[src/rtl/io_uart_tx_if.sv]
// io_uart_tx_if: CPU store-to-IO bus as seen by the UART transmitter.
//   st_we_io   [3:0]  byte write enables; nonzero means a store is valid this cycle
//   st_adr_io  [9:0]  IO word address (byte address bits [11:2])
//   st_data_io [31:0] lane-aligned store data
// master: the CPU store path (drives); slave: the IO responder (samples).
interface io_uart_tx_if;
  logic [3:0]  st_we_io;
  logic [9:0]  st_adr_io;
  logic [31:0] st_data_io;

  modport master (output st_we_io, output st_adr_io, output st_data_io);
  modport slave  (input  st_we_io, input  st_adr_io, input  st_data_io);
endinterface

[src/rtl/io_uart_tx.sv]
// io_uart_tx: IO-mapped 8N1 UART transmitter with a small TX FIFO.
//   clk            system clock
//   rst_n          synchronous active-low reset
//   io             store bus (slave): TX data/overflow-clear at TX_ADR, divisor at DIV_ADR
//   uart_tx        serial output, idle high
//   tx_fifo_full   FIFO holds 2**FIFO_AW entries (registered)
//   tx_fifo_empty  FIFO holds no entries (registered)
//   tx_busy        a frame is in progress
//   tx_overflow    sticky: a push was dropped because the FIFO was full
module io_uart_tx #(
  parameter logic [9:0]  TX_ADR    = 10'h000,
  parameter logic [9:0]  DIV_ADR   = 10'h001,
  parameter int unsigned FIFO_AW   = 3,
  parameter logic [15:0] DIV_RESET = 16'd434
) (
  input  logic            clk,
  input  logic            rst_n,
  io_uart_tx_if.slave     io,
  output logic            uart_tx,
  output logic            tx_fifo_full,
  output logic            tx_fifo_empty,
  output logic            tx_busy,
  output logic            tx_overflow
);

  localparam int unsigned DEPTH = 2 ** FIFO_AW;
  localparam logic [FIFO_AW:0]   CNT_ONE  = 1;
  localparam logic [FIFO_AW:0]   CNT_FULL = (FIFO_AW + 1)'(DEPTH);
  localparam logic [FIFO_AW-1:0] PTR_ONE  = 1;

  typedef enum logic [1:0] {IDLE, START, DATA, STOP} state_e;

  state_e               state_q, state_d;
  logic [7:0]           mem_q [DEPTH];
  logic [FIFO_AW-1:0]   wr_ptr_q, rd_ptr_q;
  logic [FIFO_AW:0]     cnt_q, cnt_d;
  logic                 full_q, empty_q;
  logic                 ovf_q, ovf_d;
  logic [15:0]          div_q, div_d;
  logic [15:0]          eff_div;
  logic [15:0]          baud_q, baud_d;
  logic [7:0]           shift_q, shift_d;
  logic [2:0]           bit_cnt_q, bit_cnt_d;
  logic                 tx_q, tx_d;
  logic                 bit_end, pop;
  logic                 tx_sel, div_sel, push_req, push_ok, clr_req;

  // A stored divisor of 0 behaves as 1 so every bit lasts at least one cycle.
  assign eff_div = (div_q == '0) ? 16'd1 : div_q;
  assign bit_end = (baud_q == '0);

  assign tx_sel   = (io.st_adr_io == TX_ADR);
  assign div_sel  = (io.st_adr_io == DIV_ADR);
  assign push_req = io.st_we_io[0] && tx_sel;
  // A push into a full FIFO still fits when the head is popped on the same edge.
  assign push_ok  = push_req && (!full_q || pop);
  assign clr_req  = io.st_we_io[1] && tx_sel && io.st_data_io[8];

  // FSM state register
  always_ff @(posedge clk) begin
    if (!rst_n) state_q <= IDLE;
    else        state_q <= state_d;
  end

  // FSM next state
  always_comb begin
    state_d = state_q;
    case (state_q)
      IDLE:    if (!empty_q) state_d = START;
      START:   if (bit_end) state_d = DATA;
      DATA:    if (bit_end && bit_cnt_q == 3'd7) state_d = STOP;
      STOP:    if (bit_end) state_d = empty_q ? IDLE : START;
      default: state_d = IDLE;
    endcase
  end

  // FSM outputs: pop request and next values of the serialiser datapath.
  // The baud counter is reloaded from the current divisor at every bit start,
  // so a divisor write only affects bits that begin after it.
  always_comb begin
    pop       = 1'b0;
    tx_d      = tx_q;
    shift_d   = shift_q;
    bit_cnt_d = bit_cnt_q;
    baud_d    = baud_q;
    case (state_q)
      IDLE: begin
        tx_d = 1'b1;
        if (!empty_q) begin
          pop     = 1'b1;
          shift_d = mem_q[rd_ptr_q];
          tx_d    = 1'b0;
          baud_d  = eff_div - 16'd1;
        end
      end
      START: begin
        if (bit_end) begin
          tx_d      = shift_q[0];
          bit_cnt_d = '0;
          baud_d    = eff_div - 16'd1;
        end else begin
          baud_d = baud_q - 16'd1;
        end
      end
      DATA: begin
        if (bit_end) begin
          shift_d = shift_q >> 1;
          baud_d  = eff_div - 16'd1;
          if (bit_cnt_q == 3'd7) begin
            tx_d = 1'b1;
          end else begin
            bit_cnt_d = bit_cnt_q + 3'd1;
            tx_d      = shift_q[1];
          end
        end else begin
          baud_d = baud_q - 16'd1;
        end
      end
      STOP: begin
        if (bit_end) begin
          if (!empty_q) begin
            // Next frame starts straight after the stop bit, no idle gap.
            pop     = 1'b1;
            shift_d = mem_q[rd_ptr_q];
            tx_d    = 1'b0;
            baud_d  = eff_div - 16'd1;
          end else begin
            tx_d = 1'b1;
          end
        end else begin
          baud_d = baud_q - 16'd1;
        end
      end
      default: tx_d = 1'b1;
    endcase
  end

  // FIFO occupancy, sticky overflow and divisor register next values
  always_comb begin
    cnt_d = cnt_q;
    case ({push_ok, pop})
      2'b10:   cnt_d = cnt_q + CNT_ONE;
      2'b01:   cnt_d = cnt_q - CNT_ONE;
      default: cnt_d = cnt_q;
    endcase

    ovf_d = ovf_q;
    if (push_req && !push_ok) ovf_d = 1'b1;
    else if (clr_req)         ovf_d = 1'b0;

    div_d = div_q;
    if (div_sel && io.st_we_io[0]) div_d[7:0]  = io.st_data_io[7:0];
    if (div_sel && io.st_we_io[1]) div_d[15:8] = io.st_data_io[15:8];
  end

  always_ff @(posedge clk) begin
    if (!rst_n) begin
      wr_ptr_q  <= '0;
      rd_ptr_q  <= '0;
      cnt_q     <= '0;
      full_q    <= 1'b0;
      empty_q   <= 1'b1;
      ovf_q     <= 1'b0;
      div_q     <= DIV_RESET;
      baud_q    <= '0;
      shift_q   <= '0;
      bit_cnt_q <= '0;
      tx_q      <= 1'b1;
    end else begin
      if (push_ok) wr_ptr_q <= wr_ptr_q + PTR_ONE;
      if (pop)     rd_ptr_q <= rd_ptr_q + PTR_ONE;
      cnt_q     <= cnt_d;
      full_q    <= (cnt_d == CNT_FULL);
      empty_q   <= (cnt_d == '0);
      ovf_q     <= ovf_d;
      div_q     <= div_d;
      baud_q    <= baud_d;
      shift_q   <= shift_d;
      bit_cnt_q <= bit_cnt_d;
      tx_q      <= tx_d;
    end
  end

  // Storage needs no reset; the pointers define which entries are valid.
  always_ff @(posedge clk) begin
    if (rst_n && push_ok) mem_q[wr_ptr_q] <= io.st_data_io[7:0];
  end

  assign uart_tx       = tx_q;
  assign tx_fifo_full  = full_q;
  assign tx_fifo_empty = empty_q;
  assign tx_busy       = (state_q != IDLE);
  assign tx_overflow   = ovf_q;

endmodule

[src/flat_wrapper.sv]
// flat-port wrapper written by rule: the top's interface ports become plain ports
module io_uart_tx_flat 
#(
  parameter logic [9:0]  TX_ADR    = 10'h000,
  parameter logic [9:0]  DIV_ADR   = 10'h001,
  parameter int unsigned FIFO_AW   = 3,
  parameter logic [15:0] DIV_RESET = 16'd434
)
  (clk, rst_n, uart_tx, tx_fifo_full, tx_fifo_empty, tx_busy, tx_overflow, io_st_we_io, io_st_adr_io, io_st_data_io);
  io_uart_tx_if io_i ();
  input  logic clk;
  input  logic rst_n;
  output logic uart_tx;
  output logic tx_fifo_full;
  output logic tx_fifo_empty;
  output logic tx_busy;
  output logic tx_overflow;
  input wire logic [$bits(io_i.st_we_io)-1:0] io_st_we_io;
  input wire logic [$bits(io_i.st_adr_io)-1:0] io_st_adr_io;
  input wire logic [$bits(io_i.st_data_io)-1:0] io_st_data_io;
  assign io_i.st_we_io = io_st_we_io;
  assign io_i.st_adr_io = io_st_adr_io;
  assign io_i.st_data_io = io_st_data_io;
  io_uart_tx #(.TX_ADR(TX_ADR), .DIV_ADR(DIV_ADR), .FIFO_AW(FIFO_AW), .DIV_RESET(DIV_RESET)) u_core (.clk(clk), .rst_n(rst_n), .io(io_i), .uart_tx(uart_tx), .tx_fifo_full(tx_fifo_full), .tx_fifo_empty(tx_fifo_empty), .tx_busy(tx_busy), .tx_overflow(tx_overflow));
endmodule
[config.mk]
export PLATFORM = sky130hd
export DESIGN_NAME = io_uart_tx_flat
export DESIGN_NICKNAME = d
export VERILOG_FILES = /design/src/rtl/io_uart_tx_if.sv /design/src/rtl/io_uart_tx.sv /design/src/flat_wrapper.sv
export SDC_FILE = /design/constraint.sdc
export NUM_CORES = 1
export LEC_CHECK = 0
export CAP_MARGIN = 20
export CELL_PAD_IN_SITES_DETAIL_PLACEMENT = 0
export CELL_PAD_IN_SITES_GLOBAL_PLACEMENT = 1
export CORE_MARGIN = 4
export CORE_UTILIZATION = 32
export CTS_BUF_LIST = sky130_fd_sc_hd__clkbuf_16
export DETAILED_ROUTE_END_ITERATION = 7
export GPL_TIMING_DRIVEN = 0
export PLACE_DENSITY = 0.56
export SYNTH_ARGS = -nofsm -noshare
export SYNTH_HDL_FRONTEND = slang
export SYNTH_SLANG_ARGS = --single-unit
export TNS_END_PERCENT = 5
[constraint.sdc]
create_clock -name clk -period 6.8 [get_ports clk]
set_input_delay 1.7 -clock clk [delete_from_list [all_inputs] [get_ports clk]]
set_output_delay 1.7 -clock clk [all_outputs]
set_load 0.01 [all_outputs]
==> impl_results.md <==
- Status: complete, no violations
- Count of flip-flops with a built-in enable after synthesis: 64
- Post-DRT Antenna Nets: 0
- Via/cell ratio: 5.446
- Hpwl dp: 13090 um
- Core area: 0.01902 sq mm
- Adder-Cell Fraction of Synth Area: 2.991%
- First-pass GRT wire length: 28530 um
- Setup slack, reg-to-reg: 3.00 ns
- CP Launch Type: input pin
- Maximum VDD drop: 164.4 uV
- CTS clk-pin slew, worst paths: 0.06 ns
- Detailed Route WL: 18060 um
- Max Freq: 198.5 MHz
- Worst EP arrival: 5.39 ns
- Postcts setup bufs: 0
- Critical Path, Cell by Cell: clkdlybuf4s50_1, nor4_1, nand2_1, nor4b_1, nand2_2, ha_1, xor2_1, ha_1, a21oi_1, xor2_1, nor2_1, xnor2_1, nand2_1, a21oi_1
- Crit share post-route: 74.08%
- Synth unique cells: 70
- Layout Area Growth over Synthesis: 20.88%
- Cell Pwr Density: 304.2 mW/mm^2
- Die width: 148.0 um
- Worst reg2reg path startpoint: u_core.baud_q[8]
- Async SR Flop Fraction: 0%
- Syn Nets: 657
- Critical path's slowest cell: nor4b_1
- Avg Cell Area, Syn: 10.56 sq um
- Post-route DRC: 0
- Crit Path Class: input pin to register
- Routed WL per cell: 19.56 um
- IO Port Bufs: 34
- Post-Synth Simple-Gate Area: 17.15%
- Setup TNS: 0 ns
- Top FF cell, synth: edfxtp_1
- Via count: 5027
- # setup viols final: 0
- Worst EP required: 7.15 ns
- Static leakage: 2.681 nW
- Via count of the first global-routing pass: 5095
- Worst skew pair latency: 0.42 ns
- CP endpoint: u_core.tx_fifo_empty
- Post-CTS sizing: 0
- Largest net degree at the start of global routing: 17
- Top fanout value on the critical path: 8
- Yosys reg bits: 126
- CTS sink count: 126
- CTS H-Tree Depth: 4
- Initial antenna violation count: 0
- Final Wtd Congestion: 0.8666
- Clock Tree Root: clkbuf_16
- Post-synthesis sequential area ratio: 50.41%
- WHS: 0.4727 ns
- Commonest cells after routing, fill and taps aside: 64 x edfxtp_1, 62 x dfxtp_1, 61 x nor2_1, 56 x nand2_1, 37 x a21oi_1
- Layout cells sized above 1: 12.22%
- Min-delay worst type: register to register
- Least-Margin Pin Slew: 1.063 ns
- Placed insts: 891
- Tot GR Track Use: 16.89%
- Drt first pass iters: 5
- R2r endpoint: u_core.tx_fifo_empty
- Rel. slew slack: 28.15%
- Post-Synthesis Cell Area: 0.006275 sq mm
- CTS Buf Count: 17
- Ant diodes: 0
- Commonest non-fill, non-tap cell in the layout: edfxtp_1
- Slowest stage delay, CP: 0.92 ns
- Die Ht: 148.0 um
- Post-Synth XOR/XNOR Area: 3.071%
- Post-synthesis mux area share: 9.133%
- Clock skew: 0.009462 ns
- Io pins: 53
- Final-report hold violation count: 0
- Remaining Overflow, GRT: 0
- Maxcap violations: 0
- CP Capture Type: register
- FP Rows: 50
- Crit path from: io_st_adr_io[1]
- Cts hold-fix bufs: 0
- Final slew viol count: 0
- CTS Buffer Depth: 2
- CTS tree: done
- Main combinational cell family by area after synthesis: simple AND/OR/NAND/NOR gates
- Min Tclk post-route: 5.037 ns
- Post-synthesis compound-gate area fraction: 13.96%
- Number of nets in the layout: 713
- Fin cells: 923
- Syn Inst Count: 594
- Die Area: 0.02191 sq mm
- Drt initial violations: 387
- YS warnings: 0
- Initial Util: 32.99%
- Reg2reg path depth: 14
- RSZ-0062 raised after global routing: false
## where the power goes
part | leakage (nW) | switching (W) | internal, W | total, W
Clock | 0.301 | 0.000403 | 0.000531 | 0.000934
Combinational | 1.31 | 0.000348 | 0.000197 | 0.000544
Sequential | 1.07 | 0.0000178 | 0.000812 | 0.000830
## flip-flops by register name (all words and copies together) (netlist names), named ones only
name,flops
u_core.mem_q,64
u_core.baud_q,16
u_core.div_q,16
u_core.shift_q,8
u_core.cnt_q,4
u_core.bit_cnt_q,3
u_core.rd_ptr_q,3
u_core.wr_ptr_q,3
u_core.state_q,2
u_core.tx_fifo_empty,1
u_core.tx_fifo_full,1
u_core.tx_overflow,1
u_core.uart_tx,1
## per-layer routing
metal  share of wire, %  wire (um)  vias up  global-route usage, %
met3                5.7       1025       29                  4.169
met1                 48       8622     2498                  23.74
met5                  0          0        -                      0
met4                2.1        378        0                  5.774
met2                 44       8032      151                  25.51
li1                   -          -     2349                      -
## logic make-up after synthesis
group / Yosys count
AOI/OAI and AO/OA: 133
DFF: 126
buffers and inverters: 47
xor gates and xnor gates: 22
and+or+nand+nor: 214
adders and majority gates: 15
muxes: 37
## synthesized netlist by cell type, types with 8 or more instances
master	count	area, sq um
nor2_1	61	229.0
o21ai_0	31	155.2
a31oi_1	8	50.05
nor3_1	18	90.09
xor2_1	16	140.1
mux2i_1	19	190.2
o22ai_1	11	68.82
clkbuf_1	21	78.83
mux4_2	16	360.4
dfxtp_1	62	1241
a21oi_1	37	185.2
ha_1	15	187.7
inv_1	14	52.55
or3_1	8	50.05
nand3_1	21	105.1
edfxtp_1	64	1922
nand2_1	56	210.2
## stage by stage
| step | worst slack, ns | cell area [sq um] | power, W | util [%] |
|---|---|---|---|---|
| 2_1_floorplan | 2.555 | 6275 | 0.001210 | - |
| 3_3_place_gp | 1.008 | 6940 | 0.001378 | 36.49 |
| 3_5_place_dp | 1.405 | 6979 | 0.001383 | 36.70 |
| 4_1_cts | 1.820 | 7585 | 0.002320 | 39.88 |
| 5_1_grt | 1.385 | 7585 | 0.002411 | 39.88 |
| 6_report | 1.763 | 7585 | 0.002308 | 39.88 |
## worst min-delay path by stage
stage / depth (start not counted) / endpoint / startpoint
2_1_floorplan: 2 / u_core.shift_q[6] / u_core.shift_q[6]
3_3_place_gp: 2 / u_core.shift_q[6] / u_core.shift_q[6]
3_5_place_dp: 2 / u_core.shift_q[0] / u_core.shift_q[0]
4_1_cts: 2 / u_core.shift_q[3] / u_core.shift_q[3]
5_1_grt: 2 / u_core.shift_q[0] / u_core.shift_q[0]
6_report: 2 / u_core.shift_q[4] / u_core.shift_q[4]
## worst max-delay path: cells and delay by family
kind | cells | cell delay, ns
compound gates | 2 | 0.28
xor+xnor | 3 | 0.54
fa+ha+maj | 2 | 0.59
buf+inv | 1 | 0.40
simple gates | 6 | 1.87
## layout make-up
type | count | area, sq um
clock buffer | 17 | 425.4
multi-input combinational | 421 | 2922
inverter | 15 | 56.30
fill | 1895 | 11430
tap | 260 | 325.3
buffer | 32 | 150.1
sequential | 126 | 3163
timing repair buffer | 37 | 362.8
clock inverter | 15 | 180.2
No activity file was read; power rests on OpenSTA's default activity.
